$ cat src/rtl/card_flip_defs.sv
// Shared constants, state encoding and card-value lookup for the card matching game.
`default_nettype none

package card_flip_defs;

  localparam int NUM_CARDS = 16;
  localparam int CARD_W    = 3;
  localparam int NUM_PAIRS = 8;
  localparam int MAP_W     = NUM_CARDS * CARD_W;

  typedef enum logic [2:0] {
    ST_IDLE    = 3'd0,
    ST_WAIT1   = 3'd1,
    ST_WAIT2   = 3'd2,
    ST_COMPARE = 3'd3,
    ST_HOLD    = 3'd4,
    ST_OVER    = 3'd5
  } state_t;

  // Card 0 occupies the lowest-numbered bits of the ascending map vector.
  function automatic logic [CARD_W-1:0] card_value(input logic [0:MAP_W-1] m,
                                                   input logic [3:0] idx);
    return m[CARD_W*idx +: CARD_W];
  endfunction

endpackage

`default_nettype wire

$ cat src/rtl/hold_timer.sv
// Countdown for the face-up hold of a mismatched pair; expire is high in the last hold cycle.
`default_nettype none

module hold_timer #(
  parameter int HOLD_CYCLES = 50_000_000
) (
  input  logic clk,
  input  logic reset,
  input  logic start,
  input  logic abort,
  output logic expire
);

  localparam int CNT_W = $clog2(HOLD_CYCLES + 1);

  logic [CNT_W-1:0] count;
  logic             active;

  always_ff @(posedge clk) begin
    if (reset || abort) begin
      count  <= '0;
      active <= 1'b0;
    end else if (start) begin
      count  <= CNT_W'(HOLD_CYCLES - 1);
      active <= 1'b1;
    end else if (active) begin
      if (count == '0) active <= 1'b0;
      else             count  <= count - CNT_W'(1);
    end
  end

  assign expire = active && (count == '0);

endmodule

`default_nettype wire

$ cat src/rtl/card_match_judge.sv
// Memory-game referee: tracks two picks per turn, judges the pair and keeps the score.
`default_nettype none

module card_match_judge
  import card_flip_defs::*;
#(
  parameter int HOLD_CYCLES = 50_000_000
) (
  input  logic              clk,
  input  logic              reset,
  input  logic              load,
  input  logic [0:47]       map,
  input  logic              pick,
  input  logic [3:0]        pick_idx,
  output logic [15:0]       revealed,
  output logic [15:0]       matched,
  output logic              result_valid,
  output logic              result_match,
  output logic [3:0]        pairs_found,
  output logic              busy,
  output logic              game_done
);

  state_t             state, state_next;
  logic [0:MAP_W-1]   map_q;
  logic [3:0]         card_a, card_b;
  logic               accept, is_match, expire, start_hold;
  logic               busy_next, done_next;

  assign accept = pick && !load && (state == ST_WAIT1 || state == ST_WAIT2)
                  && !revealed[pick_idx] && !matched[pick_idx];
  assign is_match   = card_value(map_q, card_a) == card_value(map_q, card_b);
  assign start_hold = (state == ST_COMPARE) && !is_match && !load;

  hold_timer #(.HOLD_CYCLES(HOLD_CYCLES)) u_hold_timer (
    .clk    (clk),
    .reset  (reset),
    .start  (start_hold),
    .abort  (load),
    .expire (expire)
  );

  always_ff @(posedge clk) begin
    if (reset) state <= ST_IDLE;
    else       state <= state_next;
  end

  always_comb begin
    state_next = state;
    case (state)
      ST_WAIT1:   if (accept) state_next = ST_WAIT2;
      ST_WAIT2:   if (accept) state_next = ST_COMPARE;
      ST_COMPARE: begin
        if (!is_match)                             state_next = ST_HOLD;
        else if (pairs_found == 4'(NUM_PAIRS - 1)) state_next = ST_OVER;
        else                                       state_next = ST_WAIT1;
      end
      ST_HOLD:    if (expire) state_next = ST_WAIT1;
      default:    state_next = state;
    endcase
    if (load) state_next = ST_WAIT1;
  end

  always_comb begin
    busy_next = (state_next == ST_COMPARE) || (state_next == ST_HOLD);
    done_next = (state_next == ST_OVER);
  end

  always_ff @(posedge clk) begin
    if (reset) begin
      map_q        <= '0;
      revealed     <= '0;
      matched      <= '0;
      pairs_found  <= '0;
      result_valid <= 1'b0;
      result_match <= 1'b0;
      card_a       <= '0;
      card_b       <= '0;
      busy         <= 1'b0;
      game_done    <= 1'b0;
    end else begin
      result_valid <= 1'b0;
      busy         <= busy_next;
      game_done    <= done_next;
      if (load) begin
        map_q        <= map;
        revealed     <= '0;
        matched      <= '0;
        pairs_found  <= '0;
        result_match <= 1'b0;
      end else if (accept) begin
        revealed[pick_idx] <= 1'b1;
        if (state == ST_WAIT1) card_a <= pick_idx;
        else                   card_b <= pick_idx;
      end else if (state == ST_COMPARE) begin
        result_valid <= 1'b1;
        result_match <= is_match;
        if (is_match) begin
          matched[card_a]  <= 1'b1;
          matched[card_b]  <= 1'b1;
          revealed[card_a] <= 1'b0;
          revealed[card_b] <= 1'b0;
          pairs_found      <= pairs_found + 4'd1;
        end
      end else if (state == ST_HOLD && expire) begin
        revealed[card_a] <= 1'b0;
        revealed[card_b] <= 1'b0;
      end
    end
  end

endmodule

`default_nettype wire

$ cat config.mk
export PLATFORM = sky130hd
export DESIGN_NAME = card_match_judge
export DESIGN_NICKNAME = d
export VERILOG_FILES = /design/src/rtl/card_flip_defs.sv /design/src/rtl/hold_timer.sv /design/src/rtl/card_match_judge.sv
export SDC_FILE = /design/constraint.sdc
export NUM_CORES = 1
export LEC_CHECK = 0
export BUFFER_PORTS_ARGS = -buffer_cell sky130_fd_sc_hd__buf_2
export CAP_MARGIN = 15
export CORE_UTILIZATION = 59
export DETAILED_ROUTE_END_ITERATION = 16
export PLACE_DENSITY = 0.88
export SYNTH_ARGS = -nofsm -noshare
export SYNTH_HDL_FRONTEND = slang
export SYNTH_SLANG_ARGS = --single-unit
$ cat constraint.sdc
create_clock -name clk -period 5 [get_ports clk]
set_input_delay 0.5 -clock clk [delete_from_list [all_inputs] [get_ports clk]]
set_output_delay 0.5 -clock clk [all_outputs]
set_load 0.02 [all_outputs]
==> flow_summary.ini, run 1 <==
[global_route]
grtUsageTotal = 0.302
antenna_found_initial = 0
grt_max_degree = 40
grt_pass1_vias = 6597
grt_pass1_wl_um = 33500
overflow = 0

[synth]
synth_enable_flop_cells = 0
netlist_area_um2 = 8030
synth_top_cells_by_count = nor2_1, dfxtp_1, mux2i_1
yosys_register_bits = 126
synth_flop_cell = dfxtp_1
synth_warnings = 0
synth-seq-area-share = 0.314
synth_area_leaders = dfxtp_1, mux4_2, mux2i_1
synthArstFlopShare = 0
synth.most_common_cell = nor2_1
avgSynthCellArea_um2 = 9.92
synth_top_area_cell = dfxtp_1
yosysTopAreaCellShare = 0.314
synthDistinctLibCells = 60
syn_nets = 890
syn_inst = 809

[clocking]
ctsResizeCount = 0
cts_tree = built
cts-root-buf = clkbuf_16
clkLatencyLatePin_ns = 0.43
htreeDepth = 4
cts_sinks = 126
numCtsBuffers = 17
path_clk_slew_ns = 0.06
clockBufferDepth = 2
holdBufCountCts = 0
cts_setup_buffers = 0

[finish]
register_area_um2 = 2520
areaGrowthSynthToFinish_pct = 14.1
multi_input_area_um2 = 5190
fillCellCount = 997
antenna_cells = 0
final_cells = 1071
drive_above_1_share = 0.257
fin_nets = 963

[setup_path]
worst_setup_path_end_kind = flop
cp_cell_sequence = ha_1, inv_1, fa_1, xor2_4, mux4_2, mux4_2, and3b_1, nor3_1, xor2_1, o31ai_2, buf_4, nand2_1, nor2_1
r2r_cells = 13
reg2reg_from = card_b[1]
endpoint = u_hold_timer.count[24]
crit-reg2reg-capture = u_hold_timer.count[24]
r2r_setup_slack_ns = 0.42
path_common_cell = mux4_2
cp.arrival_ns = 4.94
critPathKind = flop to flop
worst-path-max-fanout = 20
crit_path_start = card_b[1]
crit_path_start_kind = flop
cp_slowest_cell = xor2_4
max_stage_delay_ns = 0.67
required_ns = 5.36

[place]
post-place-cells = 1039
routabilityCongestion = 0.916
dp_hpwl_um = 13900
portBuffers = 95

[floorplanning]
fp.coreArea_um2 = 13200
boundaryPins = 96
die-area_um2 = 14100
die_h_um = 119
die_width_um = 119
initial_core_util = 0.606
placementRows = 42

[sta]
rsz0062_at_grt = no
max_freq_mhz = 218
drv_slew = 0
setup_tns_ns = 0
setup_viol_count_final = 0
period_share = 0.916
worst_slew_pin_slew_ns = 0.804
clock_skew_ns = 0.0106
min_period_ns = 4.58
hold_viol = 0
slew_headroom = 0.463

[routing]
drt_iter0_markers = 810
routed_via_density = 6.51
wl_per_cell_um = 19.1
drc_errors = 0
postRouteAntennaNets = 0
drt-total-wl_um = 20400
dr.pass1.iters = 5
num_vias = 6968

[power]
p_seq_frac = 0.421
p_total_uw = 2570
p_per_area_nw_per_um2 = 280
pwr-share-clk = 0.465
ir_drop_uv = 320
p_leak_uw = 0.00368
swShare = 0.261
pwr-share-comb = 0.114
p_int_uw = 1890
netSwitchingPower_uw = 671

[worst_hold_path]
hp-class = input port to flop
min_path_cells = 3

[run_status]
run_status = completed

[job]
max_cap_violations = 0
==> through the flow <==
step | utilization | area [um^2] | worst slack [ns] | hold WS (ns)
floorplan | - | 8030 | 0.770 | 0.471
global placement | 0.648 | 8590 | 0.539 | 0.452
detailed placement | 0.648 | 8590 | 0.386 | 0.450
CTS | 0.691 | 9160 | 0.309 | 0.296
global route | 0.692 | 9160 | 0.0894 | 0.303
finish | 0.692 | 9160 | 0.420 | 0.303
==> worst min-delay path by stage <==
| stage | from | endpoint | slack (ns) |
|---|---|---|---|
| 2_1_floorplan | map_q[0] | map_q[0] | 0.47 |
| 3_3_place_gp | result_match | result_match | 0.45 |
| 3_5_place_dp | result_match | result_match | 0.45 |
| 4_1_cts | map[46] | map_q[46] | 0.30 |
| 5_1_grt | map[42] | map_q[42] | 0.30 |
| 6_report | map[0] | map_q[0] | 0.30 |
==> sequential cells by signal (all words and copies together) (netlist names) <==
register	count
state	3
pairs_found	4
u_hold_timer.count	26
card_a	4
revealed	16
busy	1
map_q	48
game_done	1
u_hold_timer.active	1
matched	16
card_b	4
result_valid	1
result_match	1
==> metal layers <==
layer / GRT usage / vias up / part of all wire / wire length (um)
met5: 0 / - / 0 / 0
met4: 0.113 / 0 / 0.023 / 463
met3: 0.0700 / 37 / 0.069 / 1420
met2: 0.500 / 364 / 0.49 / 10100
met1: 0.382 / 3389 / 0.41 / 8460
li1: - / 3178 / - / -
==> worst max-delay path: cells and delay by family (launching register included) <==
kind	cells	cell delay, ns
compound gates	1	0.26
xor+xnor	2	0.83
fa+ha+maj	2	0.82
buf+inv	2	0.35
flops	1	0.41
mux	2	0.89
simple gates	4	0.93
==> placed cells by master, fill, tap and decap left out, types with 17 or more instances in the layout <==
master,instances
nor3_1,25
nor2_1,131
mux4_2,64
nand3_1,17
inv_1,19
ha_1,22
dfxtp_1,124
buf_2,95
a22oi_1,17
xnor2_1,19
clkbuf_16,17
nand2_1,30
mux2i_1,78
a21oi_1,36
==> cells by family (layout without fill, tap and decap cells) <==
kind of cell / after synthesis / after routing / synth area share
flip-flops: 126 / 126 / 0.314
adder cells (fa/ha/maj): 25 / 25 / 0.0408
buffers and inverters: 75 / 161 / 0.0408
multiplexers: 149 / 149 / 0.287
AO/OA/AOI/OAI: 130 / 130 / 0.120
XOR/XNOR: 36 / 36 / 0.0416
AND/OR/NAND/NOR: 268 / 268 / 0.156
==> power by group through the flow <==
stage               clock, uW  combinational, uW  sequential [uW]
finish                   1190                294             1080
global route             1260                316             1080
CTS                      1210                291             1080
detailed placement          0                289             1100
global placement            0                282             1090
floorplan                   0                223             1080
==> layout make-up <==
cell class | count | share of cell area
Clock buffer | 21 | 0.0503
Clock inverter | 11 | 0.0117
Inverter | 20 | 0.00820
Multi-Input combinational cell | 608 | 0.567
Sequential cell | 126 | 0.276
Tap cell | 176 | 0.0240
Timing Repair Buffer | 109 | 0.0634
No activity file was read; power rests on OpenSTA's default activity.
==> run 2, diff against run 1 <==
GPL_ROUTABILITY_DRIVEN = 0   (was not set)
clock period = 5.1 ns   (was 5 ns; I/O delays follow)
==> run 2 against run 1 <==
Total power increased by 1.9%. Die area unchanged. Routed wire length decreased by 0.76%. Combinational power decreased by 2%. Worst hold slack improved by 0.010 ns. Non-clock buffer count decreased by 1. Cell count about the same. Critical path depth unchanged. Sequential share of layout area decreased by 0.11 points. Largest power group unchanged. Highest routed layer unchanged.
==> flow_summary.ini, run 2 (synthesis results as in run 1) <==
[routing]
drt_iter0_markers = 760
drt-total-wl_um = 20200
num_vias = 6933
drc_errors = 0
routed_via_density = 6.48
wl_per_cell_um = 18.9
postRouteAntennaNets = 0
dr.pass1.iters = 5

[setup_path]
required_ns = 5.46
crit-reg2reg-capture = revealed[5]
crit_path_start_kind = flop
cp.arrival_ns = 5.02
reg2reg_from = card_a[1]
worst-path-max-fanout = 21
critPathKind = flop to flop
r2r_cells = 13
worst_setup_path_end_kind = flop
r2r_setup_slack_ns = 0.44

[job]
max_cap_violations = 0

[floorplanning]
die-area_um2 = 14100
die_h_um = 119
placementRows = 42
die_width_um = 119
fp.coreArea_um2 = 13200
boundaryPins = 96
initial_core_util = 0.606

[power]
p_seq_frac = 0.404
pwr-share-clk = 0.486
p_int_uw = 1960
netSwitchingPower_uw = 657
ir_drop_uv = 357
pwr-share-comb = 0.110
p_leak_uw = 0.00370
p_per_area_nw_per_um2 = 284
swShare = 0.251

[sta]
min_period_ns = 4.66
worst_slew_pin_slew_ns = 0.965
hold_viol = 0
slew_headroom = 0.357
period_share = 0.914
clock_skew_ns = 0.00716
max_freq_mhz = 215
setup_tns_ns = 0
rsz0062_at_grt = no
setup_viol_count_final = 0
hold_slack_ns = 0.313
drv_slew = 0

[global_route]
grt_pass1_wl_um = 33600
grt_max_degree = 40
grtUsageTotal = 0.301
antenna_found_initial = 0
overflow = 0
grt_pass1_vias = 6636

[worst_hold_path]
min_path_cells = 3
min_to = map_q[20]
min-delay-start = map[20]
hp-class = input port to flop

[clocking]
cts_setup_buffers = 0
cts_sinks = 126
htreeDepth = 4
holdBufCountCts = 0
clockBufferDepth = 2
path_clk_slew_ns = 0.06
cts_tree = built
clkLatencyLatePin_ns = 0.43
ctsResizeCount = 0
numCtsBuffers = 17
cts-root-buf = clkbuf_16

[finish]
fin_nets = 962
antenna_cells = 0
areaGrowthSynthToFinish_pct = 14.6
fillCellCount = 1014
regMostFlops = map_q
final_cell_mix = nor2_1, dfxtp_1, buf_2
largest_reg_flops = 48
register_area_um2 = 2520
multi_input_area_um2 = 5190
drive_above_1_share = 0.255
final_common_cell = nor2_1
reg.largest.list = map_q (48), u_hold_timer.count (26)

[place]
portBuffers = 95
dp_hpwl_um = 13900

[run_status]
run_status = completed
[run 2: how the worst max path moves through the flow]
stage | start | to | slack [ns] | cells after the start
2_1_floorplan | card_b[1] | revealed[10] | 0.87 | 15
3_3_place_gp | card_a[1] | revealed[15] | 0.52 | 13
4_1_cts | card_a[1] | u_hold_timer.count[7] | 0.35 | 14
6_report | card_a[1] | revealed[5] | 0.44 | 13
3_5_place_dp | card_a[1] | revealed[0] | 0.43 | 13
5_1_grt | card_a[1] | u_hold_timer.count[7] | 0.16 | 14
[run 2: routing by layer]
| metal | GRT usage | wire [um] | part of all wire |
|---|---|---|---|
| met1 | 0.386 | 8320 | 0.41 |
| met2 | 0.486 | 9760 | 0.48 |
| met3 | 0.0666 | 1480 | 0.073 |
| met4 | 0.131 | 678 | 0.033 |
| met5 | 0 | 0 | 0 |
[run 2: layout make-up]
type                       count  area share
sequential                   126       0.275
clock inverter                11      0.0169
timing repair buffer         108      0.0623
tap                          176      0.0239
inverter                      20     0.00816
clock buffer                  21      0.0501
multi-input combinational    608       0.564
[run 2: power by group through the flow]
stage | Sequential (uW) | Combinational (uW) | Clock [uW]
4_1_cts | 1050 | 286 | 1280
2_1_floorplan | 1060 | 218 | 0
6_report | 1060 | 289 | 1270
5_1_grt | 1060 | 310 | 1330
3_3_place_gp | 1070 | 277 | 0
3_5_place_dp | 1070 | 283 | 0
[run 2: worst max-delay path, cell delays in order, from the launching register on]
cell and delay, ns:
dfxtp_1 0.42, ha_1 0.32, inv_1 0.09, fa_2 0.99
buf_4 0.37, nand2_1 0.08, o22ai_1 0.20, nor4_1 0.08
a2111oi_1 0.73, o211ai_2 0.17, nor3b_2 0.20, nand3_2 0.09
and2_1 0.52, o221a_1 0.31
[run 2: per-stage QoR]
stage                     utilization  power, uW  std cells  setup slack, ns  area [um^2]
after detailed placement        0.648       1360       1038            0.428         8580
after global placement          0.648       1350       1038            0.518         8580
final                           0.694       2610       1070            0.440         9200
after global routing            0.694       2700       1070            0.163         9200
after floorplan                     -       1280        809            0.870         8030
after CTS                       0.694       2620       1070            0.351         9200
==> run 3, diff against run 2 <==
ABC_AREA = 0   (was not set)
CORE_UTILIZATION = 60   (was 59)
PLACE_DENSITY = 0.89   (was 0.88)
SYNTH_HIERARCHICAL = 1   (was not set)
==> run 3 against run 2 <==
Sequential share of layout area fell by 1.1 points. First-iteration DRC count rose by 8.0%. Sequential power barely moved. Highest routed layer unchanged. Core utilization rose by 1.4 points. Setup slack got worse by 0.098 ns. Sequential cell count did not move.
==> flow_summary.ini, run 3 <==
[run_status]
run_status = completed

[synth]
synth_top_cells_by_count = dfxtp_1, nor2_1, mux2i_1
synth_flop_cell = dfxtp_1
synth_area_leaders = dfxtp_1, mux4_2, mux2i_1
avgSynthCellArea_um2 = 10.0
yosysTopAreaCellShare = 0.299
syn_nets = 920
synth_enable_flop_cells = 0
synth_top_area_cell = dfxtp_1
synth-seq-area-share = 0.299
yosys_register_bits = 126
synthDistinctLibCells = 73
synth.most_common_cell = dfxtp_1
synthArstFlopShare = 0
syn_inst = 840
synth_warnings = 6
netlist_area_um2 = 8440

[finish]
regMostFlops = map_q
reg.largest.list = map_q (48), u_hold_timer/count (26)
antenna_cells = 0
largest_reg_flops = 48
drive_above_1_share = 0.263
fin_nets = 988
final_cell_mix = dfxtp_1, buf_2, nor2_1
areaGrowthSynthToFinish_pct = 13.3
final_cells = 1097
fin_util = 0.708
final_common_cell = dfxtp_1

[place]
dp_hpwl_um = 14500
portBuffers = 95
post-place-cells = 1065

[floorplanning]
die_h_um = 121
fp.coreArea_um2 = 13500
die_width_um = 121
boundaryPins = 96
die-area_um2 = 14500
initial_core_util = 0.625
placementRows = 42

[global_route]
grt_use_met1 = 0.387
antenna_found_initial = 0
grt_pass1_wl_um = 34800
grt-busiest-layer = met2
grt_max_degree = 68
grt_pass1_vias = 6935
grtUsageTotal = 0.305
overflow = 0
use_met3 = 0.0741
met2_usage = 0.494

[routing]
num_vias = 7420
postRouteAntennaNets = 0
drt-total-wl_um = 21200
routed_via_density = 6.76
drc_errors = 0
wl_per_cell_um = 19.3
dr.pass1.iters = 6
drt_iter0_markers = 821

[clocking]
cts_tree = built
ctsResizeCount = 0
cts_setup_buffers = 0
numCtsBuffers = 17
holdBufCountCts = 0
clkLatencyLatePin_ns = 0.43
path_clk_slew_ns = 0.06
htreeDepth = 4
cts-root-buf = clkbuf_16
cts_sinks = 126
clockBufferDepth = 2

[sta]
min_period_ns = 4.76
slew_headroom = 0.177
setup_tns_ns = 0
rsz0062_at_grt = no
max_freq_mhz = 210
hold_slack_ns = 0.318
drv_slew = 0
period_share = 0.933
hold_viol = 0
clock_skew_ns = 0.0143
worst_slew_pin_slew_ns = 1.23
setup_viol_count_final = 0

[setup_path]
crit_path_start_kind = flop
crit-reg2reg-capture = u_hold_timer/count[7]
crit_path_start = card_b[1]
cp.arrival_ns = 5.12
reg2reg_from = card_b[1]
worst-path-max-fanout = 22
r2r_setup_slack_ns = 0.34
endpoint = u_hold_timer/count[7]
required_ns = 5.46
critPathKind = flop to flop
r2r_cells = 14
worst_setup_path_end_kind = flop

[power]
ir_drop_uv = 260
p_total_uw = 2580
p_per_area_nw_per_um2 = 270
p_leak_uw = 0.00390

[job]
max_cap_violations = 0

[worst_hold_path]
hp-class = input port to flop
==> run 3: area by class of cell <==
class	count	area [um^2]
Clock buffer	20	467
Clock inverter	12	158
Fill cell	998	3940
Inverter	25	93.8
Multi-Input combinational cell	629	5520
Sequential cell	126	2520
Tap cell	176	220
Timing Repair Buffer	109	584
==> run 3: routing by layer <==
| layer | share of wire | wire length (um) |
|---|---|---|
| met1 | 0.42 | 8840 |
| met2 | 0.48 | 10200 |
| met3 | 0.077 | 1640 |
| met4 | 0.026 | 546 |
| met5 | 0 | 0 |
==> run 3: per-stage QoR <==
stage / setup slack, ns / area (um^2)
after floorplan: 0.482 / 8440
after detailed placement: 0.0909 / 8940
after global routing: 0.0265 / 9570
final: 0.343 / 9570
after CTS: 0.0750 / 9560
after global placement: 0.318 / 8940
==> run 3: kinds of logic (layout without fill, tap and decap cells) <==
logic type	after synthesis	in the layout	synth area share
simple gates	256	256	0.158
fa+ha+maj	24	24	0.0374
buf+inv	85	166	0.0473
mux	151	151	0.283
flops	126	126	0.299
compound gates	185	185	0.160
xor+xnor	13	13	0.0153
==> run 3: worst min path at each step <==
stage,end,cells past startpoint,start
global placement,result_match,2,result_match
finish,map_q[40],3,map[40]
global route,map_q[19],3,map[19]
CTS,map_q[1],3,map[1]
floorplan,u_hold_timer/count[8],2,u_hold_timer/count[8]
detailed placement,result_match,2,result_match
==> run 3: critical path, stage by stage, from the launching register on <==
cell and delay [ns]:
dfxtp_1 0.40, ha_1 0.32, inv_1 0.09, fa_1 0.75, buf_6 0.29, mux4_1 0.58, mux2_2 0.30, o221ai_1 0.18
a2bb2oi_1 0.27, a211o_1 0.22, and4_4 0.39, a211oi_1 0.14, inv_2 0.29, nand2_1 0.27, a21oi_1 0.18
==> run 3: report_power, final <==
part | total (uW) | switching, uW | leakage, uW | internal (uW)
clock | 1270 | 463 | 0.000299 | 809
combinational | 253 | 129 | 0.00257 | 124
sequential | 1050 | 43.7 | 0.00103 | 1010
